$ cat config.mk
export PLATFORM = sky130hd
export DESIGN_NAME = app_loopback_flat
export DESIGN_NICKNAME = d
export VERILOG_FILES = /design/src/rtl/app_loopback_pkg.sv /design/src/rtl/app_loopback_if.sv /design/src/rtl/app_loopback_fifo_sync.sv /design/src/rtl/app_loopback.sv /design/src/flat_wrapper.sv
export SDC_FILE = /design/constraint.sdc
export NUM_CORES = 1
export LEC_CHECK = 0
export CAP_MARGIN = 10
export CELL_PAD_IN_SITES_DETAIL_PLACEMENT = 1
export CELL_PAD_IN_SITES_GLOBAL_PLACEMENT = 2
export CORE_MARGIN = 4
export CORE_UTILIZATION = 40
export DETAILED_ROUTE_END_ITERATION = 8
export PLACE_DENSITY = 0.72
export SYNTH_ARGS = -nofsm -noshare
export SYNTH_HDL_FRONTEND = slang
export SYNTH_SLANG_ARGS = --single-unit
$ cat constraint.sdc
create_clock -name clk_i -period 3.71 [get_ports clk_i]
set_clock_uncertainty 0.05 [all_clocks]
set_input_delay 0.5565 -clock clk_i [delete_from_list [all_inputs] [get_ports clk_i]]
set_output_delay 0.5565 -clock clk_i [all_outputs]
set_load 0.005 [all_outputs]
$ cat src/rtl/app_loopback_pkg.sv
// Shared types, constants and the per-byte transform for the loopback block.
package app_loopback_pkg;

    // Width of the activity LED stretch counter.
    localparam int ACT_BITS = 20;

    typedef enum logic [1:0] {
        MODE_PASS      = 2'd0,
        MODE_CASE_SWAP = 2'd1,
        MODE_DIGIT_INC = 2'd2,
        MODE_RSVD      = 2'd3
    } mode_e;

    typedef enum logic [1:0] {
        ST_IDLE,
        ST_HOLD,
        ST_RELEASE
    } hold_state_e;

    // Transform one byte according to the selected mode; the reserved mode passes.
    function automatic logic [7:0] xform_byte(input logic [1:0] mode, input logic [7:0] b);
        logic [7:0] r;
        r = b;
        case (mode)
            MODE_CASE_SWAP: begin
                if (b >= 8'h41 && b <= 8'h5A)      r = b + 8'h20;
                else if (b >= 8'h61 && b <= 8'h7A) r = b - 8'h20;
            end
            MODE_DIGIT_INC: begin
                if (b >= 8'h30 && b <= 8'h38) r = b + 8'h01;
                else if (b == 8'h39)          r = 8'h30;
            end
            default: r = b;
        endcase
        return r;
    endfunction

endpackage

$ cat src/rtl/app_loopback_if.sv
// OUT (host->device) and IN (device->host) byte stream handshakes.
// The slave side is the loopback block, the master side is usb_cdc.
interface app_loopback_if #(parameter int WIDTH = 8);
    logic [WIDTH-1:0] out_data_i;
    logic             out_valid_i;
    logic             out_ready_o;
    logic [WIDTH-1:0] in_data_o;
    logic             in_valid_o;
    logic             in_ready_i;

    modport slave (
        input  out_data_i, out_valid_i, in_ready_i,
        output out_ready_o, in_data_o, in_valid_o
    );

    modport master (
        output out_data_i, out_valid_i, in_ready_i,
        input  out_ready_o, in_data_o, in_valid_o
    );
endinterface

$ cat src/rtl/app_loopback_fifo_sync.sv
// Synchronous FIFO with wrap-bit pointers and an asynchronous-read memory.
module fifo_sync #(
    parameter int WIDTH = 8,
    parameter int DEPTH = 16
) (
    input  logic                     clk_i,
    input  logic                     rstn_i,
    input  logic                     flush_i,
    input  logic                     push_i,
    input  logic                     pop_i,
    input  logic [WIDTH-1:0]         wdata_i,
    output logic [WIDTH-1:0]         rdata_o,
    output logic                     full_o,
    output logic                     empty_o,
    output logic [$clog2(DEPTH):0]   level_o,
    output logic [$clog2(DEPTH):0]   level_next_o
);
    localparam int AW = $clog2(DEPTH);

    logic [AW:0]      wptr_q, wptr_d;
    logic [AW:0]      rptr_q, rptr_d;
    logic [WIDTH-1:0] mem_q [DEPTH];

    // Next pointer values; flush overrides any push or pop.
    // NOTE: combinational blocks use blocking '=', clocked blocks use '<=' only.
    always_comb begin
        // NOTE: every signal gets a default first so no latch is inferred.
        wptr_d = wptr_q;
        rptr_d = rptr_q;
        if (flush_i) begin
            wptr_d = '0;
            rptr_d = '0;
        end else begin
            if (push_i) wptr_d = wptr_q + (AW+1)'(1);
            if (pop_i)  rptr_d = rptr_q + (AW+1)'(1);
        end
    end

    // Pointer registers.
    always_ff @(posedge clk_i or negedge rstn_i) begin
        if (!rstn_i) begin
            wptr_q <= '0;
            rptr_q <= '0;
        end else begin
            wptr_q <= wptr_d;
            rptr_q <= rptr_d;
        end
    end

    // Storage write port.
    // NOTE: the array has no reset so it maps onto BRAM/LUT RAM; empty/valid guard its contents.
    always_ff @(posedge clk_i) begin
        if (push_i && !flush_i) mem_q[wptr_q[AW-1:0]] <= wdata_i;
    end

    assign rdata_o      = mem_q[rptr_q[AW-1:0]];
    assign empty_o      = (wptr_q == rptr_q);
    assign full_o       = (wptr_q[AW] != rptr_q[AW]) && (wptr_q[AW-1:0] == rptr_q[AW-1:0]);
    assign level_o      = wptr_q - rptr_q;
    assign level_next_o = wptr_d - rptr_d;
endmodule

$ cat src/rtl/app_loopback.sv
// USB CDC loopback: transform OUT bytes, queue them, optionally coalesce
// into IN bursts, and stretch transfer activity onto an LED.
module app_loopback
    import app_loopback_pkg::*;
#(
    parameter int WIDTH       = 8,
    parameter int DEPTH       = 16,
    parameter int HOLD_CYCLES = 0
) (
    input  logic                   clk_i,
    input  logic                   rstn_i,
    input  logic [1:0]             mode_i,
    input  logic                   flush_i,
    app_loopback_if.slave          bus,
    output logic [$clog2(DEPTH):0] level_o,
    output logic                   activity_o
);
    localparam int LW = $clog2(DEPTH) + 1;
    localparam int HW = (HOLD_CYCLES > 0) ? $clog2(HOLD_CYCLES + 1) : 1;
    localparam logic [HW-1:0] HOLD_MAX = HW'(HOLD_CYCLES);
    localparam logic [LW-1:0] HALF     = LW'(DEPTH / 2);

    logic             full, empty, push, pop, release_w;
    logic [LW-1:0]    level_next;
    logic [WIDTH-1:0] wr_data;

    hold_state_e        state_q;
    logic [HW-1:0]      hold_cnt_q;
    logic [ACT_BITS-1:0] act_cnt_q, act_cnt_d;

    assign bus.out_ready_o = !full && !flush_i;
    assign push            = bus.out_valid_i && bus.out_ready_o;
    assign release_w       = (HOLD_CYCLES == 0) || (state_q == ST_RELEASE);
    assign bus.in_valid_o  = !empty && release_w;
    assign pop             = bus.in_valid_o && bus.in_ready_i;

    // Transform the low byte with the mode seen in the accept cycle; upper bits pass.
    always_comb begin
        wr_data      = bus.out_data_i;
        wr_data[7:0] = xform_byte(mode_i, bus.out_data_i[7:0]);
    end

    fifo_sync #(.WIDTH(WIDTH), .DEPTH(DEPTH)) u_fifo (
        .clk_i        (clk_i),
        .rstn_i       (rstn_i),
        .flush_i      (flush_i),
        .push_i       (push),
        .pop_i        (pop),
        .wdata_i      (wr_data),
        .rdata_o      (bus.in_data_o),
        .full_o       (full),
        .empty_o      (empty),
        .level_o      (level_o),
        .level_next_o (level_next)
    );

    // Hold/release FSM: wait for an idle gap or half-full before opening the IN side.
    always_ff @(posedge clk_i or negedge rstn_i) begin
        if (!rstn_i) begin
            state_q    <= ST_IDLE;
            hold_cnt_q <= '0;
        end else if (flush_i) begin
            state_q    <= ST_IDLE;
            hold_cnt_q <= '0;
        end else begin
            unique case (state_q)
                ST_IDLE: begin
                    if (push) begin
                        hold_cnt_q <= '0;
                        state_q    <= (level_next >= HALF) ? ST_RELEASE : ST_HOLD;
                    end
                end
                ST_HOLD: begin
                    if (hold_cnt_q == HOLD_MAX || level_next >= HALF) begin
                        state_q    <= ST_RELEASE;
                        hold_cnt_q <= '0;
                    end else if (push) begin
                        hold_cnt_q <= '0;
                    end else begin
                        hold_cnt_q <= hold_cnt_q + HW'(1);
                    end
                end
                ST_RELEASE: begin
                    if (level_next == '0) state_q <= ST_IDLE;
                end
                default: state_q <= ST_IDLE;
            endcase
        end
    end

    // Activity stretch: any transfer reloads the counter, otherwise count down to zero.
    always_comb begin
        act_cnt_d = act_cnt_q;
        if (push || pop)           act_cnt_d = '1;
        else if (act_cnt_q != '0)  act_cnt_d = act_cnt_q - ACT_BITS'(1);
    end

    // Activity counter register.
    always_ff @(posedge clk_i or negedge rstn_i) begin
        if (!rstn_i) act_cnt_q <= '0;
        else         act_cnt_q <= act_cnt_d;
    end

    assign activity_o = (act_cnt_q != '0);
endmodule

$ cat src/flat_wrapper.sv
// flat-port wrapper written by rule: the top's interface ports become plain ports
module app_loopback_flat import app_loopback_pkg::*;
#(
    parameter int WIDTH       = 8,
    parameter int DEPTH       = 16,
    parameter int HOLD_CYCLES = 0
)
  (clk_i, rstn_i, mode_i, flush_i, level_o, activity_o, bus_out_data_i, bus_out_valid_i, bus_in_ready_i, bus_out_ready_o, bus_in_data_o, bus_in_valid_o);
  app_loopback_if #(.WIDTH(WIDTH)) bus_i ();
  input  logic clk_i;
  input  logic rstn_i;
  input  logic [1:0] mode_i;
  input  logic flush_i;
  output logic [$clog2(DEPTH):0] level_o;
  output logic activity_o;
  input wire logic [$bits(bus_i.out_data_i)-1:0] bus_out_data_i;
  input wire logic [$bits(bus_i.out_valid_i)-1:0] bus_out_valid_i;
  input wire logic [$bits(bus_i.in_ready_i)-1:0] bus_in_ready_i;
  output wire logic [$bits(bus_i.out_ready_o)-1:0] bus_out_ready_o;
  output wire logic [$bits(bus_i.in_data_o)-1:0] bus_in_data_o;
  output wire logic [$bits(bus_i.in_valid_o)-1:0] bus_in_valid_o;
  assign bus_i.out_data_i = bus_out_data_i;
  assign bus_i.out_valid_i = bus_out_valid_i;
  assign bus_i.in_ready_i = bus_in_ready_i;
  assign bus_out_ready_o = bus_i.out_ready_o;
  assign bus_in_data_o = bus_i.in_data_o;
  assign bus_in_valid_o = bus_i.in_valid_o;
  app_loopback #(.WIDTH(WIDTH), .DEPTH(DEPTH), .HOLD_CYCLES(HOLD_CYCLES)) u_core (.clk_i(clk_i), .rstn_i(rstn_i), .mode_i(mode_i), .flush_i(flush_i), .bus(bus_i), .level_o(level_o), .activity_o(activity_o));
endmodule
==> results of run 1 <==
logic make-up after synthesis:
kind of cell | Yosys count | synth area share, %
mux | 34 | 10.10
buf+inv | 39 | 2.286
fa+ha+maj | 22 | 3.856
simple gates | 184 | 13.27
flops | 158 | 62.65
compound gates | 56 | 5.084
xor+xnor | 23 | 2.747
area by class of cell:
| class | count | area, µm² |
|---|---|---|
| Fill cell | 1822 | 9484 |
| Sequential cell | 158 | 4596 |
| Multi-Input combinational cell | 319 | 2584 |
| Clock buffer | 17 | 425.4 |
| Timing Repair Buffer | 44 | 417.9 |
| Tap cell | 229 | 286.5 |
| Clock inverter | 14 | 156.4 |
| Inverter | 20 | 75.07 |
registers in the layout (all words and copies together), names as in the netlist:
register	count
u_core.u_fifo.rptr_q	5
u_core.u_fifo.mem_q	128
u_core.u_fifo.wptr_q	5
u_core.act_cnt_q	20
critical path, cell delays in order (launching register included):
cell             delay (ps)
dfrtp_2                 610
buf_12                  270
mux4_2                  530
nand2_1                 120
and3_1                  240
a31oi_1                  60
clkdlybuf4s50_1         480
synthesized netlist by cell type (3+ instances only):
| cell | number |
|---|---|
| edfxtp_1 | 128 |
| nand2_1 | 68 |
| mux4_2 | 32 |
| dfrtp_1 | 30 |
| nor2_1 | 26 |
| ha_1 | 21 |
| and3_1 | 20 |
| inv_1 | 17 |
| xnor2_1 | 14 |
| clkbuf_1 | 11 |
| a21oi_1 | 9 |
| nand3_1 | 9 |
| nand4_1 | 9 |
| xor2_1 | 9 |
| a31oi_1 | 8 |
| o21ai_0 | 8 |
| and2_1 | 7 |
| nor3_1 | 7 |
| buf_2 | 5 |
| a21boi_1 | 4 |
| a21o_1 | 4 |
| nor2b_1 | 4 |
| o21ai_1 | 4 |
| or2_1 | 4 |
| or3_1 | 4 |
| nand2b_1 | 3 |
| nand3b_1 | 3 |
| nor4_1 | 3 |
| o211ai_1 | 3 |
| o31ai_1 | 3 |
placed cells by master, fill, tap and decap left out, types with 17 or more instances in the layout:
cell / n
dfrtp_1: 29
ha_1: 21
and3_1: 20
mux4_2: 32
clkdlybuf4s50_1: 30
nand2_1: 68
nor2_1: 26
clkbuf_16: 17
inv_1: 17
edfxtp_1: 128
final timing paths:
kind	startpoint	end	slack [ps]	depth (start not counted)
min reg2reg	u_core.act_cnt_q[10]	u_core.act_cnt_q[10]	460	1
min in group asynchronous	rstn_i	u_core.u_fifo.rptr_q[2]	480	2
max in group asynchronous	rstn_i	u_core.u_fifo.rptr_q[0]	2810	2
max reg2reg	u_core.u_fifo.rptr_q[3]	u_core.u_fifo.mem_q[1][0]	700	7
min	u_core.act_cnt_q[10]	u_core.act_cnt_q[10]	460	1
max	u_core.u_fifo.rptr_q[0]	bus_in_data_o[1]	360	6
routing by layer:
layer | up-vias | global-route usage (%) | wire, µm
met4 | 0 | 4.658 | 195
li1 | 2052 | - | -
met3 | 19 | 3.727 | 461
met5 | - | 0 | 0
met1 | 2365 | 26.41 | 8177
met2 | 59 | 30.62 | 9115
report_power, final:
part	internal, W	leakage [nW]	switching [W]	total [W]
Sequential	0.00197	1.48	0.0000434	0.00201
Combinational	0.000346	1.19	0.000349	0.000696
Clock	0.000999	0.282	0.000741	0.00174
Total	0.00331	2.95	0.00113	0.00445
per-stage QoR:
stage | power (W) | area (µm²) | setup WS, ps | hold slack, ps | cells
after floorplan | 0.002460 | 7333 | 972.5 | 210.9 | 516
after global placement | 0.002736 | 7959 | 682.5 | 435.8 | 770
after detailed placement | 0.002757 | 7959 | 638.8 | 444.9 | 770
after CTS | 0.004493 | 8541 | 275.2 | 462.8 | 801
after global routing | 0.004647 | 8541 | 160.3 | 497.0 | 801
final | 0.004446 | 8541 | 359.1 | 459.6 | 801
==> flow_metrics.tcl, run 1 <==
set metrics [dict create \
    status "finished, final reports clean" \
    synth_area_um2 7333 \
    synth.avg_cell_area_um2 14.21 \
    grt_usage_pct 18.87 \
    synth_top_area_share_pct 52.41 \
    clock_sinks 158 \
    cts-resized-gates 0 \
    port_buffers 30 \
    yosys_warnings 0 \
    ys_types 59 \
    num_vias 4495 \
    grt_max_degree 31 \
    dp_hpwl_um 12190 \
    min_period_ps 3351 \
    syn_inst 516 \
    gp_congestion 0.7879 \
    synth.largest_area_cell "edfxtp_1" \
    dominantRegCellSynth "edfxtp_1" \
    utilization_pct 47.38 \
    setup_viol 0 \
    hold_buffers 0 \
    grt_pass1_vias 4810 \
    cts_tree "built" \
    via_per_inst 5.612 \
    critPathLaunchType "flop" \
    p_per_area_nw_per_um2 520.6 \
    maxCapViolations 0 \
    wl_um 17950 \
    synth-edff-count 128 \
    async_flop_share_pct 18.99 \
    post-route-period-util_pct 90.32 \
    rsz0062_at_grt "false" \
    clockRootBuffer "clkbuf_16" \
    tightest_slew_ps 1233 \
    path_clk_slew_ps 60 \
    route.detailed.drc 0 \
    synth-seq-cells 158 \
    maxSlewViolCount 0 \
    power_leakage_nw 2.952 \
    io_pins 31 \
    peakVddDrop_v 0.0003351 \
    rows 49 \
    syn_nets 553 \
    holdCritPathClass "flop to flop" \
    drtIter0Drc 369 \
    worstPathMaxFanout 22 \
    nets 597 \
    fmax_mhz 298.4 \
    core_area_um2 18020 \
    synth_area_leaders "edfxtp_1 52%, dfrtp_1 10%, mux4_2 9.8%, ha_1 3.6%, nand2_1 3.5%" \
    critPathRequiredTime_ps 3100 \
    seq_area_frac_synth_pct 62.65 \
    syn2layout_area_growth_pct 16.46 \
    diodes 0 \
    grt_antenna_before_repair 0 \
    wire_per_inst_um 22.41 \
    setup_tns_ps 0 \
    drtPass1Iterations 4 \
    post_cts_buffers 0 \
    htreeDepth 4 \
    start_util_pct 40.68 \
    dieArea_um2 20560 \
    final_antenna_net_count 0 \
    path_class "flop to output port" \
    max_slew_margin_pct 17.63 \
    cts_max_path_buffers 2 \
    drive_gt1_share_pct 15.03 \
    end_kind "output port" \
    die_h_um 143.4 \
    critPathArrivalTime_ps 2740 \
    grt-ovfl-total 0 \
    cts_buffers 17 \
    grt_pass1_wl_um 28870 \
    clk_latency_ps 420 \
    dieWidth_um 143.4 \
    hold_violations 0 \
]
Power figures use the tool's default switching activity.
==> run 2, diff against run 1 <==
--- a/config.mk
+++ b/config.mk
@@ -5,11 +5,13 @@
 export SDC_FILE = /design/constraint.sdc
 export NUM_CORES = 1
 export LEC_CHECK = 0
+export ABC_CLOCK_PERIOD_IN_PS = 3710
 export CAP_MARGIN = 10
 export CELL_PAD_IN_SITES_DETAIL_PLACEMENT = 1
 export CELL_PAD_IN_SITES_GLOBAL_PLACEMENT = 2
 export CORE_MARGIN = 4
 export CORE_UTILIZATION = 40
+export CTS_CLUSTER_DIAMETER = 50
 export DETAILED_ROUTE_END_ITERATION = 8
 export PLACE_DENSITY = 0.72
 export SYNTH_ARGS = -nofsm -noshare
==> results of run 2 <==
The final DEF is identical to that of run 1; final timing and power are the same.
